==> src/rtl/axi_rx_buffer.sv <==
// axi_rx_buffer
//   Receive-side elastic buffer between a VALID/READY bus transmitter and a
//   local sink. Words are stored in a DEPTH-entry circular buffer. READY is
//   registered and never depends on VALID in the same cycle. A sticky
//   proto_err flags a transmitter that drops VALID or changes xDATA while
//   stalled.
//
//   state | meaning
//   ------+------------------------------------------
//   EMPTY | rx_count == 0, nothing for the sink
//   PART  | 0 < rx_count < DEPTH
//   FULL  | rx_count == DEPTH, READY held low
//
// Ports
//   ACLK      in   clock, rising edge
//   ARESETn   in   synchronous active-low reset
//   VALID     in   bus valid from transmitter
//   xDATA     in   bus payload [WIDTH]
//   READY     out  bus ready to transmitter (registered)
//   rx_valid  out  word available to local sink
//   rx_data   out  head-of-buffer word, 0 when empty
//   rx_ready  in   sink accepts rx_data this cycle
//   rx_count  out  occupancy [$clog2(DEPTH)+1]
//   proto_err out  sticky bus-protocol violation
module axi_rx_buffer #(
    parameter int WIDTH = 8,
    parameter int DEPTH = 4
) (
    input  logic                       ACLK,
    input  logic                       ARESETn,
    input  logic                       VALID,
    input  logic [WIDTH-1:0]           xDATA,
    output logic                       READY,
    output logic                       rx_valid,
    output logic [WIDTH-1:0]           rx_data,
    input  logic                       rx_ready,
    output logic [$clog2(DEPTH):0]     rx_count,
    output logic                       proto_err
);

    localparam int PW = $clog2(DEPTH);
    localparam int CW = PW + 1;
    localparam logic [CW-1:0] FULL_CNT = CW'(DEPTH);

    typedef enum logic [1:0] {
        EMPTY = 2'd0,
        PART  = 2'd1,
        FULL  = 2'd2
    } state_t;

    state_t              state_q;
    logic [WIDTH-1:0]    mem [DEPTH];
    logic [PW-1:0]       wr_ptr;
    logic [PW-1:0]       rd_ptr;
    logic [CW-1:0]       next_count;
    logic                push;
    logic                pop;
    logic                stall_q;
    logic [WIDTH-1:0]    data_q;

    assign push     = VALID & READY;
    assign pop      = rx_valid & rx_ready;
    assign rx_valid = (rx_count != '0);
    // Gate the read so an unwritten entry can never leak X to the sink.
    assign rx_data  = rx_valid ? mem[rd_ptr] : '0;

    always_comb begin
        next_count = rx_count;
        case ({push, pop})
            2'b10:   next_count = rx_count + CW'(1);
            2'b01:   next_count = rx_count - CW'(1);
            default: next_count = rx_count;
        endcase
    end

    // Storage is not reset; rx_count gating makes stale contents invisible.
    always_ff @(posedge ACLK) begin
        if (push) begin
            mem[wr_ptr] <= xDATA;
        end
    end

    always_ff @(posedge ACLK) begin
        if (!ARESETn) begin
            wr_ptr   <= '0;
            rd_ptr   <= '0;
            rx_count <= '0;
            READY    <= 1'b0;
        end else begin
            if (push) begin
                wr_ptr <= wr_ptr + PW'(1);
            end
            if (pop) begin
                rd_ptr <= rd_ptr + PW'(1);
            end
            rx_count <= next_count;
            READY    <= (next_count < FULL_CNT);
        end
    end

    always_ff @(posedge ACLK) begin
        if (!ARESETn) begin
            state_q <= EMPTY;
        end else begin
            case (state_q)
                EMPTY: begin
                    if (push) begin
                        state_q <= PART;
                    end
                end
                PART: begin
                    if (push && !pop && (rx_count == FULL_CNT - CW'(1))) begin
                        state_q <= FULL;
                    end else if (pop && !push && (rx_count == CW'(1))) begin
                        state_q <= EMPTY;
                    end
                end
                FULL: begin
                    if (pop) begin
                        state_q <= PART;
                    end
                end
                default: state_q <= EMPTY;
            endcase
        end
    end

    // A stalled transfer (VALID high, READY low) must keep VALID and xDATA
    // stable until accepted; anything else is latched as an error.
    always_ff @(posedge ACLK) begin
        if (!ARESETn) begin
            stall_q   <= 1'b0;
            data_q    <= '0;
            proto_err <= 1'b0;
        end else begin
            stall_q <= VALID & ~READY;
            data_q  <= xDATA;
            if (stall_q && (!VALID || (xDATA != data_q))) begin
                proto_err <= 1'b1;
            end
        end
    end

endmodule

==> config.mk <==
export PLATFORM = sky130hd
export DESIGN_NAME = axi_rx_buffer
export DESIGN_NICKNAME = d
export VERILOG_FILES = /design/src/rtl/axi_rx_buffer.sv
export SDC_FILE = /design/constraint.sdc
export NUM_CORES = 1
export LEC_CHECK = 0
export ABC_AREA = 1
export ABC_CLOCK_PERIOD_IN_PS = 2700
export CAP_MARGIN = 25
export CORE_UTILIZATION = 45
export CTS_BUF_LIST = sky130_fd_sc_hd__clkbuf_8
export CTS_CLUSTER_DIAMETER = 120
export DETAILED_ROUTE_END_ITERATION = 16
export PLACE_DENSITY_LB_ADDON = 0.12
export SETUP_SLACK_MARGIN = 0.2
export SYNTH_ARGS = -nofsm -noshare
export SYNTH_HDL_FRONTEND = slang
export SYNTH_SLANG_ARGS = --single-unit
==> constraint.sdc <==
create_clock -name ACLK -period 2.7 [get_ports ACLK]
set_clock_uncertainty 0.15 [all_clocks]
set_input_delay 0.54 -clock ACLK [delete_from_list [all_inputs] [get_ports ACLK]]
set_output_delay 0.54 -clock ACLK [all_outputs]
set_load 0.05 [all_outputs]
==> After elaboration in Yosys (flattened, before gate mapping) <==
Memories as Yosys holds them, arrays and structs flattened. A register that Yosys moved wholly into a read port is not among the register bits.
Cells that the tools add are included.
{ "totals": {"register_bits": 18, "ramBits": 32, "inputBits": 12, "out_inout_bits": 14, "word_cells": 30, "n_memories": 1} }
{ "op_classes": {"add_sub_neg": 4, "order_cmp": 1, "n_eq_ne": 3, "muxes": 6, "n_bitwise": 4, "reduce_logical": 4} }
{ "mem_list": {"columns": ["name", "depth", "word_bits", "rd", "rd_clocked_by_memory_dff", "write_ports", "line", "text"], "rows": [
  ["mem", 4, 8, 1, 1, 1, "52", "logic [WIDTH-1:0] mem [DEPTH];"]
]} }
{ "op_table": {"columns": ["op", "count"], "rows": [
  ["two-way mux 8 bit", 1],
  ["inequality test 8 bit", 1],
  ["case mux 3 bit (2 select lines)", 1],
  ["adder 2 x 1 -> 2 bit, second input constant", 2],
  ["two-way mux 2 bit", 2],
  ["adder 3 x 1 -> 3 bit, second input constant", 1],
  ["bitwise AND 1 bit", 3],
  ["< comparator 3 bit, second input constant", 1],
  ["nonzero test 3 bit", 1],
  ["subtractor 3 x 1 -> 3 bit, second input constant", 1],
  ["== test 2 x 1 -> 1 bit, second input constant", 1],
  ["== test 2 bit, second input constant", 1],
  ["two-way mux 1 bit", 2],
  ["logical AND 1 bit", 1],
  ["zero test 1 bit", 1],
  ["logical OR 1 bit", 1],
  ["NOT 1 bit", 1]
]} }

==> Logic depth before layout (Yosys ltp) <==
Gate-level depths: netlist of the first run.
{ "logic_depth": {"word_depth": 5, "depth_mapped": 9, "ltp_nobuf": 9} }

==> Worst setup path after synthesis of the first run <==
No wires, ideal clock.
{ "synth_path": {"path_type": "flip-flop to output port", "from": "reg rx_count[0]", "to": "out rx_data[0]", "arrival_time_ns": 1.687, "required_time_ns": 2.010, "setup_slack_ns": 0.323, "path_stages_with_launch": 3, "n_path_buf": 0, "path_cell_list": "dfxtp_1 nor3_4 a21oi_1"} }
{ "synth_via": {"elab_chain_len": 2} }
{ "synth_rtl": {"columns": ["item", "line", "text"], "rows": [
  ["from (decl)", "37", "output logic [$clog2(DEPTH):0] rx_count,"],
  ["from (signal assigned)", "96", "rx_count <= next_count;"],
  ["nonzero test 3 bit", "63", "assign rx_valid = (rx_count != '0);"],
  ["two-way mux 8 bit", "65", "assign rx_data = rx_valid ? mem[rd_ptr] : '0;"],
  ["to (decl)", "35", "output logic [WIDTH-1:0] rx_data,"]
]} }
No other way between the ends.

==> Worst setup path in the final report of the first run <==
{ "layout_path": {"from": "reg rx_count[0]", "to": "out rx_count[0]"} }
No word-level cell between the ends.

==> metrics.md, run 1 <==
| Metric | Value |
|---|---|
| Int Pwr | `1.61 mW` |
| Grt peak-use layer | `met2` |
| Share of cells above drive strength 1 | `0.123` |
| Cell row count | `24` |
| Final setup viols | `0` |
| Post-Route WL | `approximately 3800 um` |
| Clock buffer depth | `2` |
| Design area | `around 0.0026 mm2` |
| Worst hold margin | `approximately 0.3 ns` |
| Synth Area in XOR/XNOR | `0.0122` |
| Sequential power share | `0.379` |
| Fin crit period | `2.31 ns` |
| Post-DP HPWL | `between 2000 and 3000 um` |
| CP Max Fanout | `5` |
| Final cycle utilization of the critical path | `0.855` |
| Proportion of power drawn by combinational gates | `0.427` |
| Vias in the first global route | `roughly 1.3k` |
| Die Y | `71.2 um` |
| Status | `finished with violations` |
| Netlist cell types | `24` |
| Port bufs | `25` |
| Share of the yosys chip area belonging to registers | `0.632` |
| Worst Path Arrival | `1.62 ns` |
| Relative slew slack | `0.629` |
| Core area | `about 0.0045 mm2` |
| Layout area overhead | `21.1%` |
| Initial antenna violation count | `0` |
| Placed Area | `between 0.002 and 0.0025 mm2` |
| Synth async-reset ratio | `0` |
| Peak VDD IR | `462 uV` |
| Via count | `around 1.5k` |
| Initial drt markers | `roughly 40` |
| Layout Utilization | `0.583` |
| Clock power frac | `0.194` |
| Reg clk slew, reported paths | `0.08 ns` |
| Crit path max-delay family | `buffers and inverters` |
| Net Sw Frac | `0.409` |
| Routed Antenna Nets | `0` |
| Vias per Instance | `4.80` |
| Cts bufs inserted | `5` |
| Cells after Synth | `around 220` |
| Main combinational cell family by area after synthesis | `simple AND/OR/NAND/NOR gates` |
| Post-synthesis mux area share | `0` |
| Cell taking the most area after synthesis | `edfxtp_1` |
| Hold Fails Final Rpt | `0` |
| Max Cap Viol | `0` |
| Crit. End Element | `primary output` |
| Number of synthesized flops with an enable pin | `32` |
| Final Non-Filler Cells | `roughly 310` |
| First-pass GRT wire length | `6270 um` |
| Total nets after synthesis | `between 200 and 250` |
| Wirelength per Cell | `approximately 12 um` |
| Largest net degree at the start of global routing | `17` |
| Drt pass-1 iters | `10` |
| Largest cells by area after synthesis | `edfxtp_1 (45%), dfxtp_1 (19%), nor2_1 (7.3%), inv_1 (6.3%), nand2_1 (4.2%)` |
| Simple-gate area share of the yosys netlist | `0.141` |
| DRC Markers | `3` |
| CTS Hold Buffers Added | `0` |
| CTS tree | `yes` |
| Clock root buffer | `clkbuf_8` |
| Diode count | `0` |
| RSZ-0062 raised after global routing | `false` |
| M1 GR Usage | `0.215` |
| Slowest cell on the critical path | `clkdlybuf4s50_1` |
| Worst-margin pin slew | `between 0.5 and 0.6 ns` |
| Placer Congestion | `0.732` |
| Mean Syn Cell Area | `approximately 10 um2` |
| Top-count cell post-synth | `nor2_1` |
| Seq cells post-synth | `52` |
| Layout Nets | `270` |
| Pre-CTS setup slack | `between 0.2 and 0.25 ns` |
| Setup Fix Bufs, Post-CTS | `0` |
| M2 GR Usage | `0.269` |
| Max Clock Freq | `approximately 0.43 GHz` |
| Worst min path class | `reg2reg` |
| Sw power | `between 1 and 1.5 mW` |
| Failing checks | `DRC` |
| Yosys warns | `0` |
| Synth Area in Adders | `0.0383` |
| Synth Cell Area | `0.00215 mm2` |
| Tot Pwr | `around 2.7 mW` |
| Crit-path max cell delay | `about 0.85 ns` |
| Placed cells | `around 300` |
| Worst setup margin | `approximately 0.39 ns` |
| Synth cell count leaders | `nor2_1 (42), inv_1 (36), edfxtp_1 (32)` |
| Ports | `26` |
| Post-synth top area share | `0.446` |
| Post-Route Setup TNS | `0 ns` |
| GR Util All Layers | `0.168` |
| Die area | `roughly 0.005 mm2` |
| Depth of the CTS H-tree | `2` |
| Post-synthesis compound-gate area fraction | `0.0999` |
| CP cell instances | `clkdlybuf4s50_1` |
| Main synth FF type | `edfxtp_1` |
| Worst setup path category | `reg2out` |
| Cell Pwr Density | `1040 mW/mm2` |
| Initial Util | `0.482` |
| CP Launch Type | `register` |
| PostCTS Resize Cnt | `0` |
| Lkg Pwr | `1.11 nW` |
| Met3 Use GR | `0.0356` |
| WP data required | `around 2 ns` |
| Clock sinks | `52` |
| Final Max Slew Viols | `0` |
| Overflow after GRT | `0` |
| Crit path buf inv count | `1` |
| Die width | `roughly 71 um` |
| Clk_lat worst skew | `0.30 ns` |
metal layers:
| layer | part of all wire | up-vias |
|---|---|---|
| met5 | 0 | - |
| met4 | 0.020 | 0 |
| met3 | 0.039 | 9 |
| met2 | 0.47 | 26 |
| met1 | 0.47 | 666 |
| li1 | - | 763 |
layout by cell type (no fill, tap or decap), types with 2 or more instances in the layout:
master | Yosys | layout
xnor2_1 | 2 | 2
ha_1 | 5 | 5
clkbuf_8 | 0 | 6
dfxtp_1 | 20 | 19
nor2_1 | 42 | 42
a21oi_1 | 16 | 16
o21ai_0 | 14 | 14
clkdlybuf4s50_1 | 0 | 16
nand2_1 | 24 | 24
edfxtp_1 | 32 | 32
inv_1 | 36 | 36
buf_4 | 1 | 17
o21ai_1 | 8 | 8
state kept, by name, summed over array words and instances (netlist names), named ones only:
signal and cells:
rd_ptr 2, data_q 8, READY 1, wr_ptr 2, stall_q 1, proto_err 1
mem 32, rx_count 2
cell type report:
class | count | area (um2)
multi-input combinational | 122 | 627
tap | 52 | 65.1
clock buffer | 6 | 82.6
clock inverter | 2 | 33.8
fill | 382 | 1860
timing repair buffer | 34 | 300
sequential | 52 | 1360
inverter | 37 | 139
power groups by stage:
stage	Combinational, mW	Clock, mW	Sequential, mW
final	1.16	0.530	1.03
after global routing	1.26	0.580	1.05
after CTS	1.18	0.548	1.03
after detailed placement	1.17	0	1.05
after global placement	1.15	0	1.05
after floorplan	0.733	0	1.11
path summary, 6_finish.rpt:
| path | cells after the start | endpoint | startpoint | slack [ns] |
|---|---|---|---|---|
| min reg2reg | 2 | proto_err | stall_q | 0.31 |
| min | 2 | proto_err | stall_q | 0.31 |
| max | 1 | rx_count[0] | rx_count[0] | 0.39 |
| max reg2reg | 9 | register | rx_count[1] | 0.56 |
cells by family after synthesis:
logic type,after synthesis
AO/OA/AOI/OAI,41
XOR/XNOR,3
adder cells (fa/ha/maj),6
buffers and inverters,42
flip-flops,52
AND/OR/NAND/NOR,72
(Power assumes the default switching activity.)
==> run 2, diff against run 1 <==
--- a/config.mk
+++ b/config.mk
@@ -14,6 +14,7 @@
 export DETAILED_ROUTE_END_ITERATION = 16
 export PLACE_DENSITY_LB_ADDON = 0.12
 export SETUP_SLACK_MARGIN = 0.2
+export SLEW_MARGIN = 20
 export SYNTH_ARGS = -nofsm -noshare
 export SYNTH_HDL_FRONTEND = slang
 export SYNTH_SLANG_ARGS = --single-unit
==> results of run 2 <==
No change in the layout: final DEF, timing and power equal those of run 1.
==> run 3, diff against run 2 <==
--- a/config.mk
+++ b/config.mk
@@ -8,6 +8,7 @@
 export ABC_AREA = 1
 export ABC_CLOCK_PERIOD_IN_PS = 2700
 export CAP_MARGIN = 25
+export CORE_ASPECT_RATIO = 1.25
 export CORE_UTILIZATION = 45
 export CTS_BUF_LIST = sky130_fd_sc_hd__clkbuf_8
 export CTS_CLUSTER_DIAMETER = 120
==> metrics.md, run 3 (synthesis gave the netlist of run 1 again) <==
| Metric | Value |
|---|---|
| Max Cap Viol | `0` |
| CP cell instances | `nor3_4, inv_1, clkdlybuf4s50_1` |
| Crit path launch | `rx_count[0]` |
| DRC Markers | `0` |
| Wirelength per Cell | `12.0 um` |
| Largest net degree at the start of global routing | `18` |
| Share of cells above drive strength 1 | `0.119` |
| PostCTS Resize Cnt | `0` |
| Max FFs per register | `32` |
| Initial antenna violation count | `0` |
| Max Clock Freq | `approximately 0.42 GHz` |
| Cell Pwr Density | `about 1000 mW/mm2` |
| Final cycle utilization of the critical path | `0.879` |
| Die width | `around 64 um` |
| Post-Route Setup TNS | `0 ns` |
| Regs by FF count | `mem (32), data_q (8)` |
| CP Launch Type | `register` |
| RSZ-0062 raised after global routing | `false` |
| Post-DP HPWL | `roughly 2600 um` |
| Cell row count | `27` |
| R2R depth | `10` |
| Slowest cell on the critical path | `clkdlybuf4s50_1` |
| Worst min path class | `reg2reg` |
| Clk_lat worst skew | `0.29 ns` |
| Worst setup path category | `reg2out` |
| GR Util All Layers | `0.165` |
| Routed Antenna Nets | `0` |
| Top reg by flops | `mem` |
| CTS Hold Buffers Added | `0` |
| CP Max Fanout | `5` |
| Clock root buffer | `clkbuf_8` |
| Diode count | `0` |
| Crit. End Element | `primary output` |
| Crit-path max cell delay | `roughly 0.79 ns` |
| Post-Route WL | `3720 um` |
| Commonest cells after routing, fill and taps aside | `nor2_1 (42), inv_1 (37), edfxtp_1 (32), nand2_1 (24), dfxtp_1 (20)` |
| Depth of the CTS H-tree | `2` |
| Core area | `roughly 0.0045 mm2` |
| Hold path endpoint | `proto_err` |
| Hold Fails Final Rpt | `0` |
| Reg clk slew, reported paths | `around 0.080 ns` |
| Drt pass-1 iters | `4` |
| WP data required | `between 2 and 2.5 ns` |
| CTS tree | `yes` |
| Final setup viols | `0` |
| Die area | `just over 0.005 mm2` |
| Lkg Pwr | `around 1.1 nW` |
| Die Y | `79.4 um` |
| First-pass GRT wire length | `6200 um` |
| Setup Fix Bufs, Post-CTS | `0` |
| R2R Path Start | `rx_count[1]` |
| Port bufs | `25` |
| Clock buffer depth | `2` |
| Layout area overhead | `20.9%` |
| Initial drt markers | `34` |
| Relative slew slack | `0.667` |
| Vias in the first global route | `between 1k and 1.5k` |
| Layout Utilization | `0.580` |
| Peak VDD IR | `612 uV` |
| Worst reg-to-reg setup slack | `about 0.48 ns` |
| Status | `finished clean` |
| Worst-margin pin slew | `0.498 ns` |
| Final Max Slew Viols | `0` |
| Worst Path Arrival | `around 1.7 ns` |
| Most common cell after layout, fill and taps aside | `nor2_1` |
| Hold Path Origin | `proto_err` |
| Fin crit period | `around 2.4 ns` |
| Clock sinks | `52` |
| Via count | `1431` |
| Cts bufs inserted | `5` |
| Vias per Instance | `4.60` |
| WHS Path Cells | `2` |
| Overflow after GRT | `0` |
| Placer Congestion | `~0.73` |
| Initial Util | `0.480` |
| # fillers | `about 400` |
| Layout Nets | `between 200 and 300` |
| Ports | `26` |
run 3: changes by cell type in the layout (fill, tap and decap cells not counted):
cell,previous run,this run
clkdlybuf4s50_1,16,17
clkbuf_8,6,5
inv_1,36,37
clkinv_1,1,0
clkinvlp_2,0,1
dlymetal6s2s_1,1,0
dfxtp_1,19,20
dfxtp_2,1,0
run 3: worst max-delay path by stage:
| stage | end | slack [ns] | cells after the start |
|---|---|---|---|
| floorplan | rx_data[0] | 0.32 | 2 |
| detailed placement | register | 0.22 | 9 |
| finish | rx_valid | 0.33 | 3 |
| global placement | register | 0.26 | 9 |
| CTS | rx_valid | 0.30 | 3 |
| global route | rx_valid | 0.25 | 3 |
run 3: layout make-up:
type / count / area [um2] / area share
flip-flops and latches: 52 / 1360 / 0.523
multi-input cells: 122 / 627 / 0.241
repair buffers: 34 / 298 / 0.114
inverters: 37 / 139 / 0.0533
well taps: 58 / 72.6 / 0.0279
clock buffers: 5 / 68.8 / 0.0264
clock inverters: 3 / 38.8 / 0.0149
run 3: report_power, final:
part | internal, mW | total [mW] | leakage, nW | switching (mW)
Combinational | 0.370 | 1.18 | 0.582 | 0.811
Sequential | 0.942 | 1.01 | 0.456 | 0.0665
Clock | 0.270 | 0.503 | 0.0555 | 0.233
Total | 1.58 | 2.69 | 1.09 | 1.11
run 3: per-layer routing:
metal	GRT usage	share of wire	vias up
li1	-	-	762
met1	0.186	0.44	645
met2	0.301	0.51	20
met3	0.0374	0.031	4
met4	0.0614	0.016	0
met5	0	0	-
run 3: critical path, delay by kind of cell (launching register included):
family                 cells  cell delay [ns]
buffers and inverters      2             0.85
flip-flops                 1             0.47
AND/OR/NAND/NOR            1             0.07
run 3: through the flow:
step | worst slack, ns | power [mW] | instances | cell area, um2 | hold slack (ns)
floorplan | 0.323 | 1.85 | 216 | 2150 | 0.274
global route | 0.250 | 2.86 | 311 | 2610 | 0.319
CTS | 0.299 | 2.73 | 311 | 2610 | 0.309
detailed placement | 0.220 | 2.22 | 303 | 2500 | 0.293
global placement | 0.259 | 2.21 | 303 | 2500 | 0.293
finish | 0.328 | 2.69 | 311 | 2610 | 0.309
